--- src/rtl/project_pkg.sv ---
// Shared Mini-SOC sizes and the command packet layout used by the bus front end.
package project_pkg;

    localparam int DATA_SIZE  = 8;
    localparam int ADDR_SIZE  = 8;
    localparam int CMD_SIZE   = 3;
    localparam int FIFO_DEPTH = 8;

    typedef struct packed {
        logic [CMD_SIZE-1:0]  cmd;
        logic [ADDR_SIZE-1:0] addr;
        logic [DATA_SIZE-1:0] data;
    } cmd_pkt_t;

    localparam int PKT_W = $bits(cmd_pkt_t);

endpackage

--- src/rtl/fifo_mem.sv ---
// Flop/distributed-RAM storage: clocked write, combinational read, no reset.
module fifo_mem #(
    parameter int unsigned WIDTH = 19,
    parameter int unsigned DEPTH = 8
) (
    input  logic                     i_clk,
    input  logic                     i_we,
    input  logic [$clog2(DEPTH)-1:0] i_waddr,
    input  logic [WIDTH-1:0]         i_wdata,
    input  logic [$clog2(DEPTH)-1:0] i_raddr,
    output logic [WIDTH-1:0]         o_rdata
);

    logic [WIDTH-1:0] r_mem [DEPTH];

    always_ff @(posedge i_clk) begin
        if (i_we) begin
            r_mem[i_waddr] <= i_wdata;
        end
    end

    assign o_rdata = r_mem[i_raddr];

endmodule

--- src/rtl/cmd_fifo.sv ---
// Command/address/data FIFO with valid/ready handshake, first-word-fall-through reads,
// threshold flags, flush and a high-water mark.
module cmd_fifo
    import project_pkg::*;
#(
    parameter int unsigned DATA_W = DATA_SIZE,
    parameter int unsigned ADDR_W = ADDR_SIZE,
    parameter int unsigned CMD_W  = CMD_SIZE,
    parameter int unsigned DEPTH  = FIFO_DEPTH,
    parameter int unsigned AF_LVL = DEPTH - 2,
    parameter int unsigned AE_LVL = 2
) (
    input  logic                     clk,
    input  logic                     rst,
    input  logic                     flush,
    input  logic                     wr_valid,
    output logic                     wr_ready,
    input  logic [CMD_W-1:0]         wr_cmd,
    input  logic [ADDR_W-1:0]        wr_addr,
    input  logic [DATA_W-1:0]        wr_data,
    output logic                     rd_valid,
    input  logic                     rd_ready,
    output logic [CMD_W-1:0]         rd_cmd,
    output logic [ADDR_W-1:0]        rd_addr,
    output logic [DATA_W-1:0]        rd_data,
    output logic [$clog2(DEPTH):0]   count,
    output logic                     almost_full,
    output logic                     almost_empty,
    output logic [$clog2(DEPTH):0]   peak
);

    localparam int unsigned AW = $clog2(DEPTH);
    localparam int unsigned CW = AW + 1;
    localparam int unsigned PW = CMD_W + ADDR_W + DATA_W;

    localparam logic [CW-1:0] DEPTH_C = CW'(DEPTH);
    localparam logic [CW-1:0] AF_C    = CW'(AF_LVL);
    localparam logic [CW-1:0] AE_C    = CW'(AE_LVL);

    if ((DEPTH < 2) || ((DEPTH & (DEPTH - 1)) != 0)) begin : g_depth_chk
        $error("cmd_fifo: DEPTH must be a power of two and at least 2");
    end
    if ((AF_LVL < 1) || (AF_LVL > DEPTH)) begin : g_af_chk
        $error("cmd_fifo: AF_LVL must lie in 1..DEPTH");
    end
    if (AE_LVL > DEPTH - 1) begin : g_ae_chk
        $error("cmd_fifo: AE_LVL must lie in 0..DEPTH-1");
    end

    logic [AW-1:0] r_wr_ptr;
    logic [AW-1:0] r_rd_ptr;
    logic [CW-1:0] r_count;
    logic [CW-1:0] r_peak;

    logic          w_wr_fire;
    logic          w_rd_fire;
    logic          w_clear;
    logic [CW-1:0] w_count_nxt;
    logic [PW-1:0] w_wr_pkt;
    logic [PW-1:0] w_rd_pkt;

    if ((DATA_W == DATA_SIZE) && (ADDR_W == ADDR_SIZE) && (CMD_W == CMD_SIZE)) begin : g_pkt_struct
        cmd_pkt_t w_wr_s;
        cmd_pkt_t w_rd_s;

        assign w_wr_s.cmd  = wr_cmd;
        assign w_wr_s.addr = wr_addr;
        assign w_wr_s.data = wr_data;
        assign w_wr_pkt    = w_wr_s;
        assign w_rd_s      = w_rd_pkt;
        assign rd_cmd      = w_rd_s.cmd;
        assign rd_addr     = w_rd_s.addr;
        assign rd_data     = w_rd_s.data;
    end else begin : g_pkt_flat
        assign w_wr_pkt = {wr_cmd, wr_addr, wr_data};
        assign {rd_cmd, rd_addr, rd_data} = w_rd_pkt;
    end

    // Handshakes depend only on registered count, never on the opposite side's request.
    assign wr_ready    = (r_count != DEPTH_C);
    assign rd_valid    = (r_count != '0);
    assign w_wr_fire   = wr_valid && wr_ready;
    assign w_rd_fire   = rd_valid && rd_ready;
    assign w_clear     = rst || flush;
    assign w_count_nxt = r_count + CW'(w_wr_fire) - CW'(w_rd_fire);

    always_ff @(posedge clk) begin
        if (w_clear) begin
            r_wr_ptr <= '0;
            r_rd_ptr <= '0;
            r_count  <= '0;
            r_peak   <= '0;
        end else begin
            if (w_wr_fire) begin
                r_wr_ptr <= r_wr_ptr + AW'(1);
            end
            if (w_rd_fire) begin
                r_rd_ptr <= r_rd_ptr + AW'(1);
            end
            r_count <= w_count_nxt;
            if (w_count_nxt > r_peak) begin
                r_peak <= w_count_nxt;
            end
        end
    end

    fifo_mem #(
        .WIDTH (PW),
        .DEPTH (DEPTH)
    ) u_mem (
        .i_clk   (clk),
        .i_we    (w_wr_fire && !w_clear),
        .i_waddr (r_wr_ptr),
        .i_wdata (w_wr_pkt),
        .i_raddr (r_rd_ptr),
        .o_rdata (w_rd_pkt)
    );

    assign count        = r_count;
    assign peak         = r_peak;
    assign almost_full  = (r_count >= AF_C);
    assign almost_empty = (r_count <= AE_C);

endmodule
--- config.mk ---
export PLATFORM = sky130hd
export DESIGN_NAME = cmd_fifo
export DESIGN_NICKNAME = d
export VERILOG_FILES = /design/src/rtl/project_pkg.sv /design/src/rtl/fifo_mem.sv /design/src/rtl/cmd_fifo.sv
export SDC_FILE = /design/constraint.sdc
export NUM_CORES = 1
export LEC_CHECK = 0
export ABC_AREA = 1
export BUFFER_PORTS_ARGS = -buffer_cell sky130_fd_sc_hd__buf_2
export CORE_ASPECT_RATIO = 1.1
export CORE_MARGIN = 2
export CORE_UTILIZATION = 43
export CTS_CLUSTER_DIAMETER = 80
export DETAILED_ROUTE_END_ITERATION = 10
export MAX_ROUTING_LAYER = met4
export SLEW_MARGIN = 20
export SYNTH_ARGS = -nofsm -noshare
export SYNTH_HDL_FRONTEND = slang
export SYNTH_HIERARCHICAL = 1
export SYNTH_SLANG_ARGS = --single-unit
export TNS_END_PERCENT = 10
--- constraint.sdc ---
create_clock -name clk -period 3 [get_ports clk]
set_input_delay 0.6 -clock clk [delete_from_list [all_inputs] [get_ports clk]]
set_output_delay 0.6 -clock clk [all_outputs]
set_load 0.05 [all_outputs]
==> results.md <==
* Post-CTS resize count at 0
* Placed inst area at 0.008202 mm²
* Crit path DAT at 3.11 ns
* Max-Cap Viols at 0
* Syn Area/Cell at between 9 and 10 µm²
* Core Rows at 50
* Slew margin rel. at 0.5593
* Via count at 4964
* Vias per cell at 4.509
* Post-synth EDFFs at 152
* Critical Path End: peak[3]$_SDFFE_PP0N_
* Clk sink count at 166
* Cell Area, Synth at between 0.007 and 0.008 mm²
* Crit path largest cell delay at 0.36 ns
* Met2 Use GR at 0.3007
* Crit-path slowest cell: fa_2
* Top cells by area, synth: edfxtp_1 (60%), nand2_1 (13%), inv_1 (8.4%)
* Final setup viols at 0
* Hold WS at roughly 0.44 ns
* Critical-path cell list: inv_2 > ha_4 > nand3_4 > nand2_4 > inv_4 > ha_1 > inv_1 > ha_1 > fa_2 > xnor2_2 > inv_1 > ha_1 > nand2_1 > inv_2 > nand2_1 > nand2_4 > nand2_2 > nor2_1 > nor2_1
* Drt pass-1 iters at 4
* Ys flop type: edfxtp_1
* Critical path type: reg2reg
* Endpoints failing hold at 0
* Design Area, Final at between 0.008 and 0.009 mm²
* Met1 usage at 0.2300
* Initial antenna violation count at 1
* Vias in the first global route at 4755
* Total power draw at 5.981 mW
* Post-Syn Nets at 826
* Status: complete, no violations
* Clock Latency Late Sink at 0.42 ns
* Die area at 0.01874 mm²
* Dpl hpwl at ~9000 µm
* CP max FO at 7
* Commonest cells post-synth: nand2_1 (271), inv_1 (169), edfxtp_1 (152)
* Setup slack, reg-to-reg at approximately 0.21 ns
* Hold Buf Count CTS at 0
* Die H at about 140 µm
* Clk root buf: clkbuf_16
* CP required at 3.32 ns
* Most frequent CP cell: ha_1
* CTS tree: yes
* Leak Pwr at around 4.1 nW
* Setup bufs post-CTS at 0
* Part of the Yosys area used for sequential elements at 0.6379
* Gp weighted congestion at 0.7408
* Initial Util at 0.4431
* Worst setup SP type: register
* Crit Reg-Reg Startpoint: count[3]$_SDFF_PP0_
* Detail Route Antenna Nets at 0
* Top Usage Layer GRT: met2
* Layout net count at 892
* Gr usage total at 0.1845
* Core Area at 0.01714 mm²
* Async SR Flop Fraction at 0
* Min-delay src: wr_data[3]
* Crit. End Element: register
* Pwr/cell area at roughly 680 mW/mm²
* Synth area leader: edfxtp_1
* Worst r2r path cells at 19
* Yosys warnings at 6
* I/O pin count at 55
* Filler Cells Inserted at 1564
* Unique masters post-synth at 29
* Tightest Hold Check Type: in2reg
* Share of the synthesized area in the top cell type at 0.6010
* H-tree depth at 4
* Layout cell share with drive strength beyond 1 at 0.1651
* Final worst path period share at 0.9286
* Area grow syn2layout at 16.31%
* PortBufs at 54
* Die W at 130.7 µm
* Number of DRC markers in iteration 0 at 442
* Synthesized instance count at 787
* DRC violations left at 0
* Slew @ Worst Pin at 0.6569 ns
* GRT Residual Overflow at 0
* Synth Register Bits at 166
* Most common cell in the netlist: nand2_1
* CTS Buf Count at 17
* Global Route met3 Usage at 0.04058
* Max Freq at around 360 MHz
* Fin crit period at ~2.8 ns
* Slew Viols, Final at 0
* First-pass GRT wire length at 24870 µm
* Clock transition at the registers of the reported paths at roughly 0.060 ns
* DRT Wirelength at 15490 µm
* Critical R2R Capture: peak[3]$_SDFFE_PP0N_
* Peak supply drop at 0.0005535 V
* Largest net degree at the start of global routing at 77
* Drt wl/cell at 14.07 µm
* CP startpoint: count[3]$_SDFF_PP0_
* Max clock buf depth at 2
* Clock skew at 0.007295 ns
[flip-flops by register name, indices dropped and copies added (netlist names)]
signal and cells:
u_mem/r_mem 152, r_wr_ptr 3, peak 4, count 4, r_rd_ptr 3
[power by group]
part	total, mW	switching [mW]	leakage [nW]	internal [mW]
clock	2.21	0.835	0.290	1.38
combinational	1.16	0.822	2.29	0.343
sequential	2.60	0.0291	1.49	2.57
[per-layer routing]
layer / vias up / share of wire / wire, µm
li1: 2576 / - / -
met1: 2275 / 0.45 / 6932
met2: 102 / 0.50 / 7668
met3: 11 / 0.047 / 732
met4: 0 / 0.0099 / 154
met5: - / 0 / 0
[per-stage QoR]
| step | worst slack, ns | std cells | util | TNS (ns) |
|---|---|---|---|---|
| floorplan | 0.01634 | 787 | - | 0 |
| global placement | 0.1893 | 1068 | 0.4785 | 0 |
| detailed placement | 0.1362 | 1068 | 0.4785 | 0 |
| CTS | 0.1122 | 1100 | 0.5142 | 0 |
| global route | -0.005371 | 1101 | 0.5153 | -0.005371 |
| finish | 0.2143 | 1101 | 0.5153 | 0 |
[placed cells by master, fill, tap and decap left out, types with 2 or more instances in the layout]
master / netlist / routed
nand3_1: 80 / 80
clkinv_1: 1 / 3
dfxtp_1: 14 / 9
ha_1: 14 / 13
o21ai_2: 2 / 2
dfxtp_2: 0 / 3
a21oi_1: 7 / 7
clkbuf_16: 0 / 17
inv_2: 7 / 9
clkinv_2: 0 / 4
inv_1: 169 / 167
nor2_1: 22 / 14
nand2_4: 1 / 3
nor2_2: 0 / 8
edfxtp_1: 152 / 152
buf_2: 15 / 54
dfxtp_4: 0 / 2
nand2_1: 271 / 271
buf_4: 3 / 20
clkinvlp_4: 0 / 4
bufinv_16: 0 / 4
o21ai_1: 3 / 3
nand3_4: 1 / 2
a21oi_2: 2 / 2
[critical path, delay by kind of cell (launching register included)]
| family | cells | cell delay (ns) |
|---|---|---|
| buffers and inverters | 5 | 0.32 |
| AND/OR/NAND/NOR | 8 | 0.62 |
| adder cells (fa/ha/maj) | 5 | 1.26 |
| XOR/XNOR | 1 | 0.15 |
| flip-flops | 1 | 0.35 |
[worst min path at each step]
| stage | endpoint | slack, ns | cells after the start |
|---|---|---|---|
| floorplan | r_wr_ptr[0]$_SDFFE_PP0P_ | 0.46 | 1 |
| global placement | r_wr_ptr[0]$_SDFFE_PP0P_ | 0.49 | 1 |
| detailed placement | r_wr_ptr[0]$_SDFFE_PP0P_ | 0.50 | 1 |
| CTS | u_mem/r_mem[7][0]$_DFFE_PP_ | 0.43 | 1 |
| global route | u_mem/r_mem[0][3]$_DFFE_PP_ | 0.43 | 1 |
| finish | u_mem/r_mem[7][3]$_DFFE_PP_ | 0.44 | 1 |
[logic make-up (layout without fill, tap and decap cells)]
family | Yosys count | count (layout) | share of synthesized area
and+or+nand+nor | 383 | 383 | 0.2096
buffers and inverters | 206 | 285 | 0.1120
DFF | 166 | 166 | 0.6379
adders and majority gates | 15 | 15 | 0.02570
AOI/OAI and AO/OA | 15 | 15 | 0.01252
xor gates and xnor gates | 2 | 2 | 0.002307
other | 0 | 1 | 0
[layout make-up]
class                      count  area [µm²]  area share
clock buffer                  17       425.4     0.04816
clock inverter                15       186.4     0.02110
antenna                        1       2.502   0.0002833
tap                          234       292.8     0.03314
sequential                   166        4856      0.5497
timing repair buffer          75       440.4     0.04986
multi-input combinational    415        1959      0.2218
inverter                     178       670.6     0.07592
(Power assumes the default switching activity.)
